==> src/rtl/linear_layer_srl_fifo_if.sv <==
// Write/read handshake bundle for linear_layer_srl_fifo.
// master = producer/consumer side, slave = the FIFO.
interface linear_layer_srl_fifo_if #(
  parameter int DATA_WIDTH = 32,
  parameter int ADDR_WIDTH = 4
);
  logic                  if_write_ce;
  logic                  if_write;
  logic [DATA_WIDTH-1:0] if_din;
  logic                  if_full_n;
  logic                  if_almost_full_n;
  logic                  if_read_ce;
  logic                  if_read;
  logic [DATA_WIDTH-1:0] if_dout;
  logic                  if_empty_n;
  logic [ADDR_WIDTH:0]   if_count;

  modport master (
    output if_write_ce, if_write, if_din, if_read_ce, if_read,
    input  if_full_n, if_almost_full_n, if_dout, if_empty_n, if_count
  );

  modport slave (
    input  if_write_ce, if_write, if_din, if_read_ce, if_read,
    output if_full_n, if_almost_full_n, if_dout, if_empty_n, if_count
  );
endinterface

==> src/rtl/linear_layer_srl_fifo.sv <==
// First-word-fall-through FIFO on an addressable shift register.
// Optional macro SRL_FIFO_DOUT_MASK_EN forces if_dout to zero while empty.
module linear_layer_srl_fifo #(
  parameter int DATA_WIDTH = 32,
  parameter int ADDR_WIDTH = 4,
  parameter int DEPTH      = 16,
  parameter int AF_LEVEL   = 14
) (
  input logic                    ap_clk,
  input logic                    ap_rst_n,
  linear_layer_srl_fifo_if.slave fifo
);
  localparam int CW = ADDR_WIDTH + 1;
  localparam logic [CW-1:0] DEPTH_C = CW'(DEPTH);
  localparam logic [CW-1:0] AF_C    = CW'(AF_LEVEL);
  localparam logic [CW-1:0] ONE_C   = CW'(1);

  logic [DATA_WIDTH-1:0] storage [DEPTH];
  logic [CW-1:0]         count_q;
  logic [CW-1:0]         next_count;
  logic                  full_n_q;
  logic                  empty_n_q;
  logic                  af_n_q;
  logic                  wr;
  logic                  rd;
  logic [ADDR_WIDTH-1:0] rd_addr;

  assign wr = fifo.if_write & fifo.if_write_ce & full_n_q;
  assign rd = fifo.if_read  & fifo.if_read_ce  & empty_n_q;

  always_comb begin
    next_count = count_q;
    if (wr && !rd)
      next_count = count_q + ONE_C;
    else if (rd && !wr)
      next_count = count_q - ONE_C;
  end

  always_ff @(posedge ap_clk or negedge ap_rst_n) begin
    if (!ap_rst_n) begin
      count_q   <= '0;
      full_n_q  <= 1'b1;
      empty_n_q <= 1'b0;
      af_n_q    <= 1'b1;
    end else begin
      count_q   <= next_count;
      full_n_q  <= (next_count != DEPTH_C);
      empty_n_q <= (next_count != '0);
      af_n_q    <= (next_count < AF_C);
    end
  end

  // Storage is deliberately unreset; the count alone defines which entries are live.
  always_ff @(posedge ap_clk) begin
    if (wr) begin
      for (int i = DEPTH - 1; i > 0; i--)
        storage[i] <= storage[i-1];
      storage[0] <= fifo.if_din;
    end
  end

  assign rd_addr = (count_q == '0) ? '0 : ADDR_WIDTH'(count_q - ONE_C);

`ifdef SRL_FIFO_DOUT_MASK_EN
  assign fifo.if_dout = empty_n_q ? storage[rd_addr] : '0;
`else
  assign fifo.if_dout = storage[rd_addr];
`endif

  assign fifo.if_full_n        = full_n_q;
  assign fifo.if_empty_n       = empty_n_q;
  assign fifo.if_almost_full_n = af_n_q;
  assign fifo.if_count         = count_q;
endmodule

==> src/flat_wrapper.sv <==
// flat-port wrapper written by rule: the top's interface ports become plain ports
module linear_layer_srl_fifo_flat 
#(
  parameter int DATA_WIDTH = 32,
  parameter int ADDR_WIDTH = 4,
  parameter int DEPTH      = 16,
  parameter int AF_LEVEL   = 14
)
  (ap_clk, ap_rst_n, fifo_if_write_ce, fifo_if_write, fifo_if_din, fifo_if_read_ce, fifo_if_read, fifo_if_full_n, fifo_if_almost_full_n, fifo_if_dout, fifo_if_empty_n, fifo_if_count);
  linear_layer_srl_fifo_if #(.DATA_WIDTH(DATA_WIDTH), .ADDR_WIDTH(ADDR_WIDTH)) fifo_i ();
  input logic ap_clk;
  input logic ap_rst_n;
  input wire logic [$bits(fifo_i.if_write_ce)-1:0] fifo_if_write_ce;
  input wire logic [$bits(fifo_i.if_write)-1:0] fifo_if_write;
  input wire logic [$bits(fifo_i.if_din)-1:0] fifo_if_din;
  input wire logic [$bits(fifo_i.if_read_ce)-1:0] fifo_if_read_ce;
  input wire logic [$bits(fifo_i.if_read)-1:0] fifo_if_read;
  output wire logic [$bits(fifo_i.if_full_n)-1:0] fifo_if_full_n;
  output wire logic [$bits(fifo_i.if_almost_full_n)-1:0] fifo_if_almost_full_n;
  output wire logic [$bits(fifo_i.if_dout)-1:0] fifo_if_dout;
  output wire logic [$bits(fifo_i.if_empty_n)-1:0] fifo_if_empty_n;
  output wire logic [$bits(fifo_i.if_count)-1:0] fifo_if_count;
  assign fifo_i.if_write_ce = fifo_if_write_ce;
  assign fifo_i.if_write = fifo_if_write;
  assign fifo_i.if_din = fifo_if_din;
  assign fifo_i.if_read_ce = fifo_if_read_ce;
  assign fifo_i.if_read = fifo_if_read;
  assign fifo_if_full_n = fifo_i.if_full_n;
  assign fifo_if_almost_full_n = fifo_i.if_almost_full_n;
  assign fifo_if_dout = fifo_i.if_dout;
  assign fifo_if_empty_n = fifo_i.if_empty_n;
  assign fifo_if_count = fifo_i.if_count;
  linear_layer_srl_fifo #(.DATA_WIDTH(DATA_WIDTH), .ADDR_WIDTH(ADDR_WIDTH), .DEPTH(DEPTH), .AF_LEVEL(AF_LEVEL)) u_core (.ap_clk(ap_clk), .ap_rst_n(ap_rst_n), .fifo(fifo_i));
endmodule
==> config.mk <==
export PLATFORM = sky130hd
export DESIGN_NAME = linear_layer_srl_fifo_flat
export DESIGN_NICKNAME = d
export VERILOG_FILES = /design/src/rtl/linear_layer_srl_fifo_if.sv /design/src/rtl/linear_layer_srl_fifo.sv /design/src/flat_wrapper.sv
export SDC_FILE = /design/constraint.sdc
export NUM_CORES = 1
export LEC_CHECK = 0
export BUFFER_PORTS_ARGS = -buffer_cell sky130_fd_sc_hd__buf_2
export CORE_MARGIN = 5
export CORE_UTILIZATION = 48
export CTS_CLUSTER_DIAMETER = 150
export DETAILED_ROUTE_END_ITERATION = 8
export GPL_TIMING_DRIVEN = 0
export HOLD_SLACK_MARGIN = 0.02
export PLACE_DENSITY_LB_ADDON = 0.2
export REMOVE_ABC_BUFFERS = 1
export SYNTH_ARGS = -nofsm -noshare
export SYNTH_HDL_FRONTEND = slang
export SYNTH_SLANG_ARGS = --single-unit
export TNS_END_PERCENT = 50
==> constraint.sdc <==
create_clock -name ap_clk -period 5.1 [get_ports ap_clk]
set_clock_uncertainty 0.1 [all_clocks]
set_input_delay 0.765 -clock ap_clk [delete_from_list [all_inputs] [get_ports ap_clk]]
set_output_delay 0.765 -clock ap_clk [all_outputs]
set_load 0.03 [all_outputs]
# Word level (Yosys, flattened, before mapping)
# Memories as Yosys holds them, arrays and structs flattened.
# Cells that the tools add are included.
# W data, S select, Z words.
totals:
  memories: 1
  mem_bits_rw: 512
  output_inout_bits: 40
  wordCells: 24
  input_bits: 38
  register_bits: 8
mem_list:
  columns: ["name", "depth", "width", "rd", "rd_ports_with_merged_regs", "wr", "line_no", "rtl"]
  rows:
  - ["u_core.storage", 16, 32, 16, 0, 16, "linear_layer_srl_fifo.sv:18", "logic [DATA_WIDTH-1:0] storage [DEPTH];"]
op_classes:
  eq_ne: 1
  mux: 5
  reduce_logical: 6
  order_cmp: 1
  bitwise: 4
  add_sub_neg: 2
ops:
  columns: ["cell", "count"]
  rows:
  - ["$mux W5", 2]
  - ["$add A5 B1 Y5 const B", 1]
  - ["$logic_not A5 Y1", 1]
  - ["$lt A5 B4 Y1 const B", 1]
  - ["$ne A5 B5 Y1 const B", 1]
  - ["$reduce_bool A5 Y1", 1]
  - ["$sub A5 B1 Y5 const B", 1]
  - ["$and A1 B1 Y1", 4]
  - ["$mux W4", 1]
  - ["$logic_and A1 B1 Y1", 2]
  - ["$logic_not A1 Y1", 2]
  - ["$mux W1", 2]

# Logic depth before layout (Yosys ltp)
depth:
  ltp_word: 7
  depth_mapped: 13

# Worst setup path before layout
# Ideal clock, no wire load.
synth_path:
  path_type: "input-to-reg"
  startpoint: "input port fifo_if_write"
  endpoint: "register u_core.empty_n_q (netlist: u_core.fifo.if_empty_n)"
  path_slack_ps: 143
  arrival_time_ps: 4718
  required_ps: 4861
  cell_stages: 6
  path_buffers: 1
  cell_sequence: "and3_4 > buf_6 > nand2_1 > a2bb2oi_1 > xnor2_1 > or4b_1"
synth_between:
  elab_chain_cells: 7
  word_cells_on_any_way: 8
  classes_between: "mux: 2; bitwise: 2; reduce/logical: 4"
synth_lines:
  columns: ["item", "line_no", "rtl"]
  rows:
  - ["from (decl)", "flat_wrapper.sv:14", "input wire logic [$bits(fifo_i.if_write)-1:0] fifo_if_write;"]
  - ["$and A1 B1 Y1 (*) (2 in series)", "linear_layer_srl_fifo.sv:28", "assign wr = fifo.if_write & fifo.if_write_ce & full_n_q;"]
  - ["net u_core.wr", "linear_layer_srl_fifo.sv:24", "logic wr;"]
  - ["$logic_not A1 Y1", "linear_layer_srl_fifo.sv:35", "else if (rd && !wr)"]
  - ["$logic_and A1 B1 Y1", "linear_layer_srl_fifo.sv:35", null]
  - ["$mux W5", "linear_layer_srl_fifo.sv:35", null]
  - ["$mux W5 (*)", "linear_layer_srl_fifo.sv:33", "if (wr && !rd)"]
  - ["net u_core.next_count[3]", "linear_layer_srl_fifo.sv:20", "logic [CW-1:0] next_count;"]
  - ["$reduce_bool A5 Y1 (*)", "linear_layer_srl_fifo.sv:48", "empty_n_q <= (next_count != '0);"]
  - ["to (signal assigned)", "linear_layer_srl_fifo.sv:48", null]
  - ["to (decl)", "linear_layer_srl_fifo.sv:22", "logic empty_n_q;"]
# The timed path passes the listed nets; every way through them passes the cells marked *.

# Final worst setup path
layout_path:
  startpoint: "register u_core.count_q[0] (netlist: u_core.fifo.if_count[0])"
  endpoint: "output port fifo_if_dout[30]"
layout_between:
  elab_chain_cells: 3
  word_cells_on_any_way: 4
  classes_between: "add/sub: 1; mux: 1; reduce/logical: 1; memory: 1"
layout_lines:
  columns: ["item", "line_no", "rtl"]
  rows:
  - ["from (decl)", "linear_layer_srl_fifo.sv:19", "logic [CW-1:0] count_q;"]
  - ["from (signal assigned)", "linear_layer_srl_fifo.sv:46", "count_q <= next_count;"]
  - ["$sub A5 B1 Y5 / $logic_not A5 Y1 (equally long branches)", null, null]
  - ["$mux W4 (*)", "linear_layer_srl_fifo.sv:62", "assign rd_addr = (count_q == '0) ? '0 : ADDR_WIDTH'(count_q - ONE_C);"]
  - ["$mem_v2 Z16 W32 (*)", null, null]
  - ["to (decl)", "flat_wrapper.sv:20", "output wire logic [$bits(fifo_i.if_dout)-1:0] fifo_if_dout;"]
# Mark *: on every way between the ends. The rest lies on a longest branch, timed or not.

==> results.json <==
{
  "first_pass_iters": 6,
  "busiest_layer": "met1",
  "drc_errors": 0,
  "hp-class": "in -> reg",
  "numPortBuffers": 77,
  "status": "finished clean",
  "hold_viol": 0,
  "power_frac_clock": 0.231,
  "peakVddDrop_uv": 584,
  "p_switching_mw": 6.62,
  "fillers": 3507,
  "ys_async_sr_fraction": 0.0154,
  "syn_area_um2": 21400,
  "critical_path_required_ns": 4.24,
  "grt-ovfl-total": 0,
  "layout_common_cells": "edfxtp_1 (512), o21ai_0 (158), nand2_1 (100), buf_2 (77), nand2b_1 (67)",
  "fin_crit_ns": 4.84,
  "routabilityCongestion": 0.694,
  "yosysUniqueCellTypes": 47,
  "setup_ws_ns": 0.262,
  "synth-seq-cells": 520,
  "cts.sinks": 520,
  "grt_max_degree": 83,
  "avgSynthCellArea_um2": 15.4,
  "rsz0062_at_grt": "no",
  "met2_usage": 0.266,
  "final_common_cell": "edfxtp_1",
  "drt_iter0_drc": 1269,
  "synth_ff_type": "edfxtp_1",
  "yosysWarnings": 0,
  "met3_usage": 0.0281,
  "die_area_um2": 48900,
  "grt_util_met1": 0.268,
  "worstReg2RegStart": "u_core.fifo.if_count[0]",
  "hold_path_depth": 1,
  "startpoint": "u_core.fifo.if_count[0]",
  "area_growth_pct": 15.8,
  "worstPathMaxFanout": 36,
  "intPower_mw": 10.2,
  "slew_headroom": 0.417,
  "dp_hpwl_um": 24700,
  "syn-instance-count": 1387,
  "io_pins": 78,
  "reg2reg_depth": 8,
  "vias": 12600,
  "worstHoldStart": "fifo_if_din[14]",
  "diodes": 0,
  "layout.nets": 1501,
  "leakage_nw": 8.29,
  "cp.arrival_ns": 3.97,
  "htreeDepth": 2,
  "combPwrFrac": 0.446,
  "setup_viol": 0,
  "pwr-share-seq": 0.323,
  "grt_pass1_vias": 12500,
  "start_util": 0.484,
  "drive_gt1_frac": 0.188,
  "clk_pin_slew_ns": 0.06,
  "drv_cap": 0,
  "synth_edf_count": 512,
  "cts_buffer_depth": 3,
  "fmax_mhz": 207,
  "critPathKind": "reg -> out",
  "worstMarginPinSlew_ns": 0.871,
  "grt.total_usage": 0.177,
  "yosysSeqAreaShare": 0.729,
  "antenna_found_initial": 0,
  "cp-end-kind": "primary output",
  "insertion_delay_ns": 0.59,
  "die_w_um": 221,
  "fin_crit_sh": 0.949,
  "wirelength_um": 45400,
  "power.density_nw_per_um2": 681,
  "finalPower_mw": 16.9,
  "switching_share": 0.393,
  "die_y_um": 221,
  "num_rows": 77,
  "slew_violations": 0,
  "cts_tree": "built",
  "wl_per_cell_um": 21.6,
  "dp_slack_ns": -0.170,
  "core_um2": 44100,
  "critPathLaunchType": "register",
  "cts_buffers": 54,
  "cts-root-buf": "clkbuf_16",
  "grt_first_pass_wirelength_um": 71000,
  "antenna_left": 0,
  "drt-vias-per-instance": 5.99
}
## power by group through the flow
stage          clock (mW)  combinational [mW]  sequential, mW
2_1_floorplan           0                4.17            5.77
5_1_grt              4.17                8.08            5.49
3_5_place_dp            0                7.29            5.55
4_1_cts              3.99                7.51            5.46
6_report             3.90                7.52            5.44
3_3_place_gp            0                5.16            5.76
## layer usage
metal	part of all wire	wire [µm]
met1	0.48	21700
met2	0.45	20400
met3	0.050	2270
met4	0.023	1030
met5	0	0
## state kept, by name, indices dropped and copies added (netlist names)
register / cells
u_core.storage: 512
u_core.fifo.if_count: 5
u_core.fifo.if_almost_full_n: 1
u_core.fifo.if_empty_n: 1
u_core.fifo.if_full_n: 1
## cell families after synthesis
kind of cell / synth area share
DFF: 0.729
AOI/OAI and AO/OA: 0.123
and+or+nand+nor: 0.0562
muxes: 0.0656
buffers and inverters: 0.0233
xor gates and xnor gates: 0.00205
adders and majority gates: 0.00117
## critical path, stage by stage, from the launching register on
cell and delay [ns]:
dfrtp_4 0.52, buf_16 0.21, inv_1 0.14, ha_4 0.20, nor4b_4 0.23, buf_6 0.23, buf_8 0.19, buf_6 0.21
buf_6 0.18, nor2_4 0.08, buf_4 0.21, buf_4 0.15, buf_4 0.14, a22oi_1 0.15, o211ai_1 0.12, and3b_1 0.22
buf_2 0.18
## synth_stat cells (2+ instances only)
cell | count | area [µm²]
mux2_2 | 65 | 732
nand2_1 | 101 | 379
o22ai_1 | 2 | 12.5
edfxtp_1 | 512 | 15400
nand3_1 | 4 | 20.0
nand2b_1 | 67 | 419
a221oi_1 | 64 | 561
xnor2_1 | 5 | 43.8
clkbuf_1 | 64 | 240
buf_1 | 7 | 26.3
o21ai_0 | 158 | 791
mux2i_1 | 67 | 671
a31o_1 | 27 | 236
a21oi_1 | 34 | 170
o221ai_1 | 32 | 280
nor3b_1 | 31 | 233
ha_1 | 2 | 25.0
a22oi_1 | 64 | 480
dfrtp_1 | 6 | 150
inv_1 | 5 | 18.8
a31o_2 | 4 | 35.0
buf_6 | 4 | 45.0
nor2_1 | 4 | 15.0
buf_2 | 32 | 160
nor3_1 | 3 | 15.0
dfstp_2 | 2 | 52.6
## metrics by stage
stage	hold WS, ns	TNS [ns]	utilization	cells	cell area, µm²
after global placement	0.321	-1247.68	0.499	1948	22000
after floorplan	0.318	-280.30	-	1279	20900
after CTS	0.210	0	0.560	2094	24700
after global routing	0.222	0	0.561	2097	24800
after detailed placement	0.329	-1.51	0.519	1985	22900
final	0.246	0	0.561	2097	24800
## final timing paths
kind,to,slack (ns)
max in group asynchronous,u_core.fifo.if_almost_full_n,4.22
min in group asynchronous,u_core.fifo.if_empty_n,0.44
setup reg to reg,u_core.fifo.if_empty_n,1.79
hold / removal,u_core.storage[0][14],0.25
hold reg to reg,u_core.storage[2][10],0.34
setup / recovery,fifo_if_dout[30],0.26
## layout make-up
| cell class | count | area (µm²) | share of cell area |
|---|---|---|---|
| inverters | 5 | 26.3 | 0.00106 |
| repair buffers | 126 | 1320 | 0.0534 |
| well taps | 592 | 741 | 0.0299 |
| multi-input cells | 754 | 5360 | 0.216 |
| flip-flops and latches | 520 | 15600 | 0.629 |
| clock buffers | 67 | 1420 | 0.0574 |
| clock inverters | 33 | 308 | 0.0124 |
## timing repair
action,in CTS,in global routing
buffers inserted,8,2
pin swaps,3,0
cloned,0,1
endpoints found under the setup margin,31,30
hold endpoints to repair,6,0
hold buffers,1,0
gates resized for setup,3,0
Power figures use the tool's default switching activity.
